<file path="src/rtl/hazard_unit.sv">
// rtl/hazard_unit.sv - load-use hazard detection, branch squash and stall counter for the 5-stage RV32I pipeline
// Optional macro HAZARD_NOFWD_EN: stall on every RAW hazard against EX and MEM (no forwarding unit).
module hazard_unit #(
    parameter int REG_ADDR_W = 5,
    parameter int CNT_W      = 16
) (
    input  logic                  clk,
    input  logic                  rst,
    input  logic                  id_valid,
    input  logic [REG_ADDR_W-1:0] id_rs1,
    input  logic [REG_ADDR_W-1:0] id_rs2,
    input  logic                  id_uses_rs1,
    input  logic                  id_uses_rs2,
    input  logic [REG_ADDR_W-1:0] id_rd,
    input  logic                  id_RegWrite,
    input  logic                  id_MemRead,
    input  logic                  ex_branch_taken,
    output logic                  stall,
    output logic                  pc_write,
    output logic                  if_id_write,
    output logic                  flush_if_id,
    output logic                  flush_id_ex,
    output logic [CNT_W-1:0]      stall_cycles
);

    localparam logic [CNT_W-1:0] CNT_MAX = '1;
    localparam logic [CNT_W-1:0] CNT_ONE = CNT_W'(1);

    logic                  ex_valid;
    logic [REG_ADDR_W-1:0] ex_rd;
    logic                  ex_RegWrite;
    logic                  ex_MemRead;
    logic                  match_ex;
    logic                  hazard;
    logic                  squash_ex;

    // x0 is hardwired to zero, so it can never carry a dependency
    assign match_ex = (ex_rd != '0) &&
                      ((id_uses_rs1 && (id_rs1 == ex_rd)) ||
                       (id_uses_rs2 && (id_rs2 == ex_rd)));

`ifdef HAZARD_NOFWD_EN
    logic                  mem_valid;
    logic [REG_ADDR_W-1:0] mem_rd;
    logic                  mem_RegWrite;
    logic                  match_mem;

    assign match_mem = (mem_rd != '0) &&
                       ((id_uses_rs1 && (id_rs1 == mem_rd)) ||
                        (id_uses_rs2 && (id_rs2 == mem_rd)));

    assign hazard = id_valid &&
                    ((ex_valid && ex_RegWrite && match_ex) ||
                     (mem_valid && mem_RegWrite && match_mem));

    always_ff @(posedge clk) begin
        if (rst) begin
            mem_valid    <= 1'b0;
            mem_rd       <= '0;
            mem_RegWrite <= 1'b0;
        end else begin
            mem_valid    <= ex_valid;
            mem_rd       <= ex_rd;
            mem_RegWrite <= ex_RegWrite;
        end
    end
`else
    assign hazard = id_valid && ex_valid && ex_MemRead && ex_RegWrite && match_ex;
`endif

    // A taken branch makes the ID instruction wrong-path, so it wins over any hazard
    assign stall       = !rst && hazard && !ex_branch_taken;
    assign pc_write    = !stall;
    assign if_id_write = !stall;
    assign flush_if_id = !rst && ex_branch_taken;
    assign flush_id_ex = !rst && ex_branch_taken;
    assign squash_ex   = stall || ex_branch_taken;

    always_ff @(posedge clk) begin
        if (rst) begin
            ex_valid    <= 1'b0;
            ex_rd       <= '0;
            ex_RegWrite <= 1'b0;
            ex_MemRead  <= 1'b0;
        end else if (squash_ex) begin
            ex_valid    <= 1'b0;
            ex_rd       <= '0;
            ex_RegWrite <= 1'b0;
            ex_MemRead  <= 1'b0;
        end else begin
            ex_valid    <= id_valid;
            ex_rd       <= id_rd;
            ex_RegWrite <= id_RegWrite;
            ex_MemRead  <= id_MemRead;
        end
    end

    always_ff @(posedge clk) begin
        if (rst) begin
            stall_cycles <= '0;
        end else if (stall && (stall_cycles != CNT_MAX)) begin
            stall_cycles <= stall_cycles + CNT_ONE;
        end
    end

endmodule
</file>
<file path="config.mk">
export PLATFORM = sky130hd
export DESIGN_NAME = hazard_unit
export DESIGN_NICKNAME = d
export VERILOG_FILES = /design/src/rtl/hazard_unit.sv
export SDC_FILE = /design/constraint.sdc
export NUM_CORES = 1
export LEC_CHECK = 0
export ABC_CLOCK_PERIOD_IN_PS = 4860
export CORE_ASPECT_RATIO = 0.5
export CORE_MARGIN = 2
export CORE_UTILIZATION = 48
export CTS_CLUSTER_SIZE = 28
export DETAILED_ROUTE_END_ITERATION = 16
export HOLD_SLACK_MARGIN = 0.05
export PLACE_DENSITY = 0.85
export RECOVER_POWER = 25
export SLEW_MARGIN = 20
export SYNTH_ARGS = -nofsm -noshare
export SYNTH_HDL_FRONTEND = slang
export SYNTH_SLANG_ARGS = --single-unit
</file>
<file path="constraint.sdc">
create_clock -name clk -period 4.86 [get_ports clk]
set_clock_uncertainty 0.15 [all_clocks]
set_input_delay 0.972 -clock clk [delete_from_list [all_inputs] [get_ports clk]]
set_output_delay 0.972 -clock clk [all_outputs]
set_load 0.02 [all_outputs]
</file>
# Word level (Yosys, flattened, before mapping)
# Cells that the tools add are included.
# W data, S select, Z words.
# classes
n_reduce_logical	18
n_eq_ne	3
add_sub_neg	1
# ops
operator	n
$add A16 B1 Y16 const B	1
$ne A16 B16 Y1 const B	1
$logic_and A1 B1 Y1	11
$eq A5 B5 Y1	2
$reduce_bool A5 Y1	1
$logic_not A1 Y1	3
$logic_or A1 B1 Y1	2
$reduce_or A2 Y1	1
# totals
register_bits	24
output_inout_bits	21
input_bits	23
word_cells	27

# Longest topological paths before layout
# depth
word_depth	9
mapped_depth	7
mapped_depth_nobuf	6

# Worst setup path before layout
# Ideal clock, no wire load.
# synth_timing
path_type	input to output
from	input port id_rs1[3]
to	output port pc_write
t_required_ns	3.738
arrival_time_ns	2.204
path_buffers	2
slack_ns	1.534
stages	6
cell_sequence	xor2_1 > nor4_1 > a32oi_1 > clkbuf_1 > nand2b_1 > buf_4
# synth_via
elab_chain_len	8
# synth_rtl
item	line_no	rtl
start: declaration	10	input logic [REG_ADDR_W-1:0] id_rs1,
$eq A5 B5 Y1	39	((id_uses_rs1 && (id_rs1 == ex_rd)) ||
$logic_and A1 B1 Y1	39	
$logic_or A1 B1 Y1	39	
$logic_and A1 B1 Y1	38	assign match_ex = (ex_rd != '0) &&
$logic_and A1 B1 Y1	68	assign hazard = id_valid && ex_valid && ex_MemRead && ex_RegWrite && match_ex;
$logic_and A1 B1 Y1 (2 in a row)	72	assign stall = !rst && hazard && !ex_branch_taken;
$logic_not A1 Y1	-	
end: declaration	19	output logic pc_write,
# No other way between the ends.

# Worst setup path in the final report
# layout_timing
from	input port rst
to	output port stall
# layout_via
elab_chain_len	3
# layout_rtl
item	line_no	rtl
start: declaration	8	input logic rst,
$logic_not A1 Y1	72	
$logic_and A1 B1 Y1 (2 in a row)	72	
end: declaration	18	output logic stall,
# No other way between the ends.

==> results.yml <==
layout:
  fin_cells: 222
  drive_gt1_frac: 0.0378
  n_antenna_cell: 0
  fin_util: 0.693
  nets: 210
  final_cell_area_um2: 1760
  syn2layout_area_growth_pct: 40.6
status:
  status: "finished, final reports clean"
detailed_routing:
  detail_route.vias_per_cell: 5.55
  vias: 1233
  dr.pass1.iters: 4
  drt_iter0_drc: 82
  remaining_drc_errors: 0
  wl_um: 2990
  routedWlPerCell_um: 13.5
  drt.antenna.violating_nets: 0
power_and_ir_drop:
  switching_share: 0.211
  fin_total_pwr_mw: 0.374
  p_comb_frac: 0.104
  ir_worst_vdd_mv: 0.137
  clkPwrFrac: 0.358
  power_leakage_nw: 0.645
  p_seq_frac: 0.538
  p_switching_mw: 0.0788
  cellPowerDensity_nw_per_um2: 213
  power.internal_mw: 0.296
worst_setup_path:
  required_ps: 3740
  cp_max_fo: 20
  startpoint_type: "input pin"
  crit_arrival_ps: 2860
  path_class: "in -> out"
  cp-end-kind: "primary output"
clock_tree:
  cts.htree.levels: 1
  clock_path_buffers: 2
  holdBufCountCts: 0
  cts-root-buf: "clkbuf_8"
  postCtsSetupBuffers: 0
  cts_made_buffers: 3
  cts_tree: "built"
  clock_sinks: 24
  clk_pin_slew_ps: 80
  cts_resized: 0
  clock_latency_ps: 260
synth:
  yosys.area.top_type: "dfxtp_1"
  ys_ff_latch: 24
  synth_fp_nets: 169
  ys_seq_area_frac: 0.384
  yosysUniqueCellTypes: 31
  syn_area_per_cell_um2: 8.63
  synth_top_cell_area_share: 0.384
  yosys-top-cells-area: "dfxtp_1 38%, a21oi_1 5.6%, xor2_1 5.6%, or4_1 5.4%, and2_1 5.0%"
  synthesis.area_um2: 1250
  yosysWarningCount: 0
  synthCells: 145
placement:
  place_area_um2: 1700
  dpl.cell_count: 218
  io_buffers: 43
  routabilityCongestion: 0.813
  place_ws_ps: 916
  dp_hpwl_um: 2130
floorplan:
  initial_utilization: 0.493
  die_area_um2: 3060
  fp.dieW_um: 76.2
  fp.dieH_um: 40.1
  core_um2: 2540
  io_pins: 44
  placementRows: 13
sta:
  period_share: 0.819
  finalSetupViolCount: 0
  finalCriticalPeriod_ps: 3980
  maxSlewHeadroom: 0.531
  whs_ps: 369
  timing.final.ws_setup_ps: 880
  worst_pin_slew_ps: 704
  fmax_mhz: 251
  rsz0062_at_grt: "no"
  tns_ps: 0
  slew_violations: 0
  hold_viol_final: 0
run:
  maxCapViolCount: 0
grt:
  track_usage: 0.206
  grt_remaining_overflow: 0
  grt_pass1_wl_um: 4820
  grt_antenna_before_repair: 0
  first_global_vias: 1095
  grt_max_degree: 32
worst_hold_path:
  hold_path_class: "reg -> reg"
[final cells by class]
cell class,instances,area (µm²)
clock buffer,4,55.1
fill,207,778
inverter,3,11.3
multi-input combinational,109,721
sequential,24,480
tap,37,46.3
timing repair buffer,45,445
[placed cells by master, fill, tap and decap left out, types with 3 or more instances in the layout]
cell / instances
o21ai_0: 5
a21oi_1: 14
and3_1: 3
clkbuf_8: 4
o31ai_1: 8
or3_1: 5
clkdlybuf4s50_1: 32
nand3_1: 6
nand2_1: 5
dfxtp_1: 24
nand4_1: 7
nor2b_1: 3
dlygate4sd3_1: 11
inv_1: 3
or4_1: 9
nor2_1: 7
nor4_1: 4
and2_1: 10
xor2_1: 8
[worst max-delay path, cell delays in order]
cell and delay, ps:
clkdlybuf4s50_1 400, buf_4 200, nor2_1 170, o211a_1 330, nand2b_1 120, inv_1 60, clkdlybuf4s50_1 590
[worst paths after layout]
path	startpoint	to	slack (ps)	cells past startpoint
setup / recovery	rst	stall	880	7
hold / removal	stall_cycles[14]$_SDFFE_PP0P_	stall_cycles[14]$_SDFFE_PP0P_	370	2
hold reg to reg	stall_cycles[14]$_SDFFE_PP0P_	stall_cycles[14]$_SDFFE_PP0P_	370	2
setup reg to reg	stall_cycles[0]$_SDFFE_PP0P_	stall_cycles[13]$_SDFFE_PP0P_	2510	6
[power by group through the flow]
| stage | combinational, mW | sequential [mW] | clock [mW] |
|---|---|---|---|
| after global routing | 0.0418 | 0.202 | 0.146 |
| final | 0.0389 | 0.201 | 0.134 |
| after global placement | 0.0374 | 0.206 | 0 |
| after floorplan | 0.0157 | 0.206 | 0 |
| after detailed placement | 0.0384 | 0.206 | 0 |
| after CTS | 0.0389 | 0.201 | 0.138 |
[state kept, by name (all words and copies together) (netlist names)]
| register | flops |
|---|---|
| ex_valid | 1 |
| stall_cycles | 16 |
| ex_rd | 5 |
| ex_RegWrite | 1 |
| ex_MemRead | 1 |
[cell usage after synthesis, drive strengths merged]
library cell   n
o31ai          9
and3           3
inv            3
nor4           4
ha             1
buf            5
a32oi          1
o41ai          1
nand2b         1
xnor2          2
nand3          6
or3            5
o211a          1
nand4          7
or3b           1
nand2          5
a21oi         14
mux2           2
nor2           7
clkbuf         4
xor2           8
o31a           1
and4           2
o21ai          5
a2111oi        1
or4            9
and2          10
dfxtp         24
nor2b          3
[kinds of logic (layout without fill, tap and decap cells)]
family | after synthesis | count (layout) | share of synthesized area
simple gates | 63 | 63 | 0.300
flops | 24 | 24 | 0.384
mux | 2 | 2 | 0.0180
buf+inv | 12 | 52 | 0.0470
xor+xnor | 10 | 10 | 0.0700
fa+ha+maj | 1 | 1 | 0.0100
compound gates | 33 | 33 | 0.171
[metal layers]
layer  vias up  wire length, µm  track usage  share of wire
li1        624                -            -              -
met1       570             1300        0.244           0.43
met2        37             1520        0.385           0.51
met3         2              152       0.0518          0.051
met4         0               21       0.0773         0.0070
met5         -                0            0              0
(Power assumes the default switching activity.)
